## src/rtl/ip_chksum_pkg.sv

```systemverilog
// Shared state encoding, IPv4 header constants and the checksum fold
// used by the RX header checksum checker.
package ip_chksum_pkg;

  typedef enum logic [1:0] {
    ST_SUM   = 2'd0,
    ST_RESP  = 2'd1,
    ST_DRAIN = 2'd2
  } chk_state_e;

  localparam int IP_CHKSUM_W   = 16;
  localparam int IP_MIN_IHL    = 5;
  localparam int IP_CHKSUM_OFS = 10;

  // Two end-around-carry passes; the second can no longer carry out.
  function automatic logic [IP_CHKSUM_W-1:0] fold16(input logic [31:0] acc);
    logic [16:0] s1;
    logic [16:0] s2;
    s1 = {1'b0, acc[15:0]} + {1'b0, acc[31:16]};
    s2 = {1'b0, s1[15:0]} + {16'b0, s1[16]};
    return s2[15:0];
  endfunction

endpackage

```

## src/rtl/ones_comp_beat_sum.sv

```systemverilog
// Combinational partial sum of the 16-bit header words carried by one beat.
// A word with only its high byte kept contributes {byte, 8'h00}.
module ones_comp_beat_sum
  import ip_chksum_pkg::*;
#(
  parameter int DATA_WIDTH = 256,
  parameter int CNT_W      = 16
) (
  input  logic [DATA_WIDTH-1:0]   i_data,
  input  logic [DATA_WIDTH/8-1:0] i_keep,
  input  logic [CNT_W-1:0]        i_base,
  input  logic [7:0]              i_hdr_len,
  output logic [20:0]             o_sum
);

  localparam int KW    = DATA_WIDTH / 8;
  localparam int NW    = DATA_WIDTH / 16;
  localparam int SUM_W = 21;

  logic [IP_CHKSUM_W-1:0] w_word;

  always_comb begin
    o_sum  = '0;
    w_word = '0;
    for (int w = 0; w < NW; w++) begin
      if (i_keep[KW-1-2*w] && ((i_base + CNT_W'(2*w)) < CNT_W'(i_hdr_len))) begin
        w_word = {i_data[DATA_WIDTH-1-16*w -: 8],
                  (i_keep[KW-2-2*w] ? i_data[DATA_WIDTH-9-16*w -: 8] : 8'h00)};
        o_sum  = o_sum + {{(SUM_W-IP_CHKSUM_W){1'b0}}, w_word};
      end
    end
  end

endmodule

```

## src/rtl/ip_rx_hdr_chksum_check.sv

```systemverilog
// Streaming IPv4 RX header checksum verifier: sums the IHL-sized header,
// issues one registered verdict per packet, then drains the payload.
//   state    | meaning
//   ST_SUM   | accepting header beats, accumulating in-header words
//   ST_RESP  | verdict presented, input stalled until resp_rdy
//   ST_DRAIN | discarding payload beats up to in_last
module ip_rx_hdr_chksum_check
  import ip_chksum_pkg::*;
#(
  parameter int DATA_WIDTH    = 256,
  parameter int KEEP_WIDTH    = DATA_WIDTH / 8,
  parameter int MAX_HDR_BYTES = 60
) (
  input  logic                   clk,
  input  logic                   rst_n,
  input  logic [DATA_WIDTH-1:0]  in_data,
  input  logic [KEEP_WIDTH-1:0]  in_keep,
  input  logic                   in_val,
  input  logic                   in_last,
  output logic                   in_rdy,
  output logic                   resp_val,
  input  logic                   resp_rdy,
  output logic [IP_CHKSUM_W-1:0] resp_sum,
  output logic [IP_CHKSUM_W-1:0] resp_rx_chksum,
  output logic                   resp_ok,
  output logic                   resp_len_err,
  output logic                   resp_trunc_err
);

  localparam int BPB   = DATA_WIDTH / 8;
  localparam int NW    = DATA_WIDTH / 16;
  localparam int CNT_W = 16;

  chk_state_e r_state;
  chk_state_e w_next_state;

  logic [CNT_W-1:0]       r_byte_cnt;
  logic [7:0]             r_hdr_len;
  logic [31:0]            r_acc;
  logic [IP_CHKSUM_W-1:0] r_rx_chk;
  logic                   r_last_seen;
  logic [IP_CHKSUM_W-1:0] r_resp_sum;
  logic [IP_CHKSUM_W-1:0] r_resp_chk;
  logic                   r_resp_ok;
  logic                   r_len_err;
  logic                   r_trunc_err;

  logic                   w_fire;
  logic                   w_first;
  logic [3:0]             w_ihl;
  logic [7:0]             w_live_len;
  logic [7:0]             w_hdr_len;
  logic [7:0]             w_sum_len;
  logic                   w_len_err;
  logic [CNT_W-1:0]       w_cnt_next;
  logic                   w_hdr_end;
  logic                   w_done;
  logic                   w_trunc;
  logic [20:0]            w_part;
  logic [31:0]            w_acc_next;
  logic [IP_CHKSUM_W-1:0] w_sum_fold;
  logic                   w_chk_hit;
  logic [IP_CHKSUM_W-1:0] w_chk_word;

  assign w_fire     = in_val && (r_state != ST_RESP);
  assign w_first    = (r_byte_cnt == '0);
  assign w_ihl      = in_data[DATA_WIDTH-5 -: 4];
  assign w_live_len = {2'b00, w_ihl, 2'b00};
  assign w_hdr_len  = w_first ? w_live_len : r_hdr_len;
  assign w_len_err  = w_first && ((w_ihl < 4'(IP_MIN_IHL)) ||
                                  (w_live_len > 8'(MAX_HDR_BYTES)));
  // A bad IHL must contribute nothing, so the beat sum sees a zero length.
  assign w_sum_len  = w_len_err ? 8'd0 : w_hdr_len;
  assign w_cnt_next = r_byte_cnt + CNT_W'(BPB);
  assign w_hdr_end  = (w_cnt_next >= CNT_W'(w_hdr_len));
  assign w_done     = w_len_err || w_hdr_end || in_last;
  assign w_trunc    = in_last && !w_hdr_end && !w_len_err;
  assign w_acc_next = r_acc + {11'b0, w_part};
  assign w_sum_fold = fold16(w_acc_next);

  ones_comp_beat_sum #(
    .DATA_WIDTH (DATA_WIDTH),
    .CNT_W      (CNT_W)
  ) u_beat_sum (
    .i_data    (in_data),
    .i_keep    (in_keep),
    .i_base    (r_byte_cnt),
    .i_hdr_len (w_sum_len),
    .o_sum     (w_part)
  );

  always_comb begin
    w_chk_hit  = 1'b0;
    w_chk_word = '0;
    for (int w = 0; w < NW; w++) begin
      if ((r_byte_cnt + CNT_W'(2*w)) == CNT_W'(IP_CHKSUM_OFS)) begin
        w_chk_hit  = !w_len_err;
        w_chk_word = in_data[DATA_WIDTH-1-16*w -: 16];
      end
    end
  end

  always_ff @(posedge clk) begin
    if (!rst_n) r_state <= ST_SUM;
    else        r_state <= w_next_state;
  end

  always_comb begin
    w_next_state = r_state;
    in_rdy       = 1'b0;
    resp_val     = 1'b0;
    case (r_state)
      ST_SUM: begin
        in_rdy = 1'b1;
        if (in_val && w_done) w_next_state = ST_RESP;
      end
      ST_RESP: begin
        resp_val = 1'b1;
        if (resp_rdy) w_next_state = r_last_seen ? ST_SUM : ST_DRAIN;
      end
      ST_DRAIN: begin
        in_rdy = 1'b1;
        if (in_val && in_last) w_next_state = ST_SUM;
      end
      default: w_next_state = ST_SUM;
    endcase
  end

  always_ff @(posedge clk) begin
    if (!rst_n) begin
      r_byte_cnt  <= '0;
      r_hdr_len   <= '0;
      r_acc       <= '0;
      r_rx_chk    <= '0;
      r_last_seen <= 1'b0;
      r_resp_sum  <= '0;
      r_resp_chk  <= '0;
      r_resp_ok   <= 1'b0;
      r_len_err   <= 1'b0;
      r_trunc_err <= 1'b0;
    end else begin
      case (r_state)
        ST_SUM: begin
          if (w_fire) begin
            r_byte_cnt <= w_cnt_next;
            r_acc      <= w_acc_next;
            if (w_first)   r_hdr_len <= w_live_len;
            if (w_chk_hit) r_rx_chk  <= w_chk_word;
            if (w_done) begin
              r_resp_sum  <= w_sum_fold;
              r_resp_chk  <= w_chk_hit ? w_chk_word : r_rx_chk;
              r_resp_ok   <= (w_sum_fold == 16'hFFFF) && !w_len_err && !w_trunc;
              r_len_err   <= w_len_err;
              r_trunc_err <= w_trunc;
              r_last_seen <= in_last;
            end
          end
        end
        ST_RESP: begin
          if (resp_rdy) begin
            r_byte_cnt  <= '0;
            r_hdr_len   <= '0;
            r_acc       <= '0;
            r_rx_chk    <= '0;
            r_last_seen <= 1'b0;
            r_resp_sum  <= '0;
            r_resp_chk  <= '0;
            r_resp_ok   <= 1'b0;
            r_len_err   <= 1'b0;
            r_trunc_err <= 1'b0;
          end
        end
        default: ;
      endcase
    end
  end

  assign resp_sum       = r_resp_sum;
  assign resp_rx_chksum = r_resp_chk;
  assign resp_ok        = r_resp_ok;
  assign resp_len_err   = r_len_err;
  assign resp_trunc_err = r_trunc_err;

endmodule

```

## config.mk

```make
export PLATFORM = sky130hd
export DESIGN_NAME = ip_rx_hdr_chksum_check
export DESIGN_NICKNAME = d
export VERILOG_FILES = /design/src/rtl/ip_chksum_pkg.sv /design/src/rtl/ones_comp_beat_sum.sv /design/src/rtl/ip_rx_hdr_chksum_check.sv
export SDC_FILE = /design/constraint.sdc
export NUM_CORES = 1
export LEC_CHECK = 0
export BUFFER_PORTS_ARGS = -buffer_cell sky130_fd_sc_hd__buf_2
export CAP_MARGIN = 20
export CORE_ASPECT_RATIO = 1.2
export CORE_MARGIN = 1
export CORE_UTILIZATION = 35
export CTS_CLUSTER_SIZE = 14
export DETAILED_ROUTE_END_ITERATION = 6
export GPL_TIMING_DRIVEN = 0
export SLEW_MARGIN = 40
export SYNTH_ARGS = -nofsm -noshare
export SYNTH_HDL_FRONTEND = slang
export SYNTH_HIERARCHICAL = 1
export SYNTH_SLANG_ARGS = --single-unit
export TNS_END_PERCENT = 20
```

## constraint.sdc

```tcl
create_clock -name clk -period 67 [get_ports clk]
set_clock_uncertainty 0.05 [all_clocks]
set_input_delay 10.05 -clock clk [delete_from_list [all_inputs] [get_ports clk]]
set_output_delay 10.05 -clock clk [all_outputs]
set_load 0.02 [all_outputs]
```

==> flow_summary.ini <==
[run_status]
outcome = complete, but fails checks
failed_checks = DRC

[synthesis]
synth-seq-cells = 105
synthDominantCellAreaShare = 0.168
syn_inst = 3919
synth-seq-area-share = 0.0748
avg_synthesized_cell_area_um2 = 7.17
post_synth_most_frequent_cells = nand2_1 (412), ha_1 (378), nor2_1 (330), a21oi_1 (273), xnor2_1 (214)
async_reset_ff_frac = 0
synth.most_common_cell = nand2_1
synth_top_area_cell = ha_1
synth_flop_cell = dfxtp_1
yosys.cell_types.count = 119
synth_edf_count = 0
synth_area_leaders = ha_1 (17%), dfxtp_1 (7.5%), xnor2_1 (6.7%), nand2_1 (5.5%), a21oi_1 (4.9%)
ys_warn_count = 6
synth.cell_area_um2 = 28100

[floorplan]
chipWidth_um = 261
design.portCount = 330
chipHeight_um = 312
rows = 113
initial_util = 0.354
die-area_um2 = 81400
design.core.area_um2 = 79300

[critical_path]
crit_fanout = 16
critical-path-max-stage-delay_ns = 0.69
data_arrival_time_of_the_critical_path_ns = 38.59
slack_of_the_worst_reg_to_reg_path_ns = 37.11
crit_top_cell = ha_1
critPathKind = in -> reg
critical_path.slowest_cell = a21oi_1
setup.worst_path.end_class = flop
start_kind = input port
worst-endpoint-required_ns = 67.26

[timing]
max_clock_freq_ghz = 0.0261
rsz_0062_raised_after_global_routing = no
fin_worst_hold_slack_ns = 0.408
maxSlewViolCount = 0
fin_setup_tns_ns = 0
setup_viol = 0
timing_worst_slew_pin_value_ns = 0.924
layout_min_cycle_time_ns = 38.33
timing.final.hold_violations = 0
slew-limit-headroom = 0.384
post-route-period-util = 0.572

[cts]
insertion_delay_ns = 0.37
cts_tree = done
clockBufferDepth = 2
cts_post_setup_buffers_inserted = 0
cts-buffers-inserted = 9
cts_resized = 0
clkSinkCount = 105
clk_transition_reported_paths_ns = 0.08
cts_root_buf = clkbuf_16
cts_max_level = 3
cts_hold_repair.buffers = 0

[routing]
drt_first_pass_iters = 7
vias_per_cell = 5.63
route.antenna.remaining_nets = 0
routedWlPerCell_um = 20.0
route.vias.total = 30000
route.final.wire_length_um = 107000
post-route-drc-count = 56
drt-initial-drc-count = 2306

[grt]
antenna_found_initial = 5
largest_net_degree_at_the_start_of_global_routing = 21
first_global_vias = 27900
overflow = 0
grt_pass1_wl_um = 159000
grt_usage = 0.251

[final_layout]
drive_gt1_frac = 0.134
layout.nets = 4975
area_growth_from_synthesis_to_layout_pct = 12.1

[placement]
detailedPlacementHpwl_um = 90000
place.gp.congestion = 1.10
io_buffers = 328

[run]
drv.max_cap_violation_count = 0

[min_path]
timing.hold.worst.class = reg -> reg
-- registers in the layout (all words and copies together), names as in the netlist --
signal,cells
resp_rx_chksum,16
r_rx_chk,16
r_hdr_len,8
r_byte_cnt,11
resp_len_err,1
r_last_seen,1
resp_sum,16
resp_ok,1
r_acc,32
r_state,2
resp_trunc_err,1
-- cell usage in the layout (no fill, tap or decap), types with 19 or more instances in the layout --
cell and count:
clkbuf_1 85, nor4_1 24, dfxtp_1 105, conb_1 27
buf_1 19, o211ai_1 46, inv_1 179, o31a_1 19
or2_2 35, nand2b_1 50, nand3_1 99, xor2_1 92
o21a_1 86, nor3_1 101, nand4_1 32, and2_1 164
buf_2 351, o21bai_1 30, a31oi_1 42, nor2_1 330
or3_1 36, a21boi_0 53, a21o_1 103, o31ai_1 25
nor2b_1 80, xnor2_1 214, mux2i_1 26, mux2_2 79
a21oi_1 273, and3_1 39, nand2_1 412, a22oi_1 28
a211oi_1 44, ha_1 378, a211o_1 21, o21ai_0 199
-- critical path: cells and delay by family --
family / cells / cell delay, ns
AO/OA/AOI/OAI: 50 / 11.62
AND/OR/NAND/NOR: 36 / 6.63
XOR/XNOR: 9 / 1.48
multiplexers: 5 / 1.15
buffers and inverters: 6 / 1.23
adder cells (fa/ha/maj): 19 / 6.37
-- layout make-up --
type / count / area, um2
fill: 8433 / 47800
multi-input combinational: 3515 / 24800
sequential: 105 / 2100
timing repair buffer: 331 / 1660
tap: 1035 / 1290
inverter: 190 / 713
buffer: 135 / 578
clock buffer: 9 / 225
clock inverter: 7 / 76.3
antenna: 2 / 5.00
-- per-layer routing --
metal  global-route usage  routed length (um)  up-vias  part of all wire
met1                0.315               45400    14000              0.43
met5                    0                   0        -                 0
met3               0.0177                5360      178             0.050
li1                     -                   -    15000                 -
met4                0.123                5590        0             0.052
met2                0.430               50200      900              0.47
-- kinds of logic after synthesis --
group                    after synthesis  share of synthesized area
AO/OA/AOI/OAI                       1163                      0.281
XOR/XNOR                             320                      0.105
adder cells (fa/ha/maj)              396                      0.181
buffers and inverters                325                     0.0460
flip-flops                           105                     0.0748
multiplexers                         107                     0.0420
other                                  1                   0.000134
AND/OR/NAND/NOR                     1502                      0.270
-- stage by stage --
step                worst slack [ns]   util  cell area, um2  std cells
floorplan                      33.49      -           28200       3945
global placement               28.99  0.392           31100       5308
detailed placement             28.62  0.393           31200       5310
CTS                            28.92  0.397           31500       5326
global route                   26.98  0.397           31500       5328
finish                         28.67  0.397           31500       5329
-- worst paths after layout --
check	startpoint	cells past startpoint	end
worst max-delay path	in_data[248]	125	resp_ok$_SDFFE_PN0P_
worst min-delay path	resp_sum[7]$_SDFFE_PN0P_	2	resp_sum[7]$_SDFFE_PN0P_
worst max register to register	r_byte_cnt[5]$_SDFFE_PN0P_	129	resp_ok$_SDFFE_PN0P_
worst min register to register	resp_sum[7]$_SDFFE_PN0P_	2	resp_sum[7]$_SDFFE_PN0P_
Power is left out: the tool's default activity adds up to more than one toggle a clock period on the data nets, which glitch-free logic cannot reach.
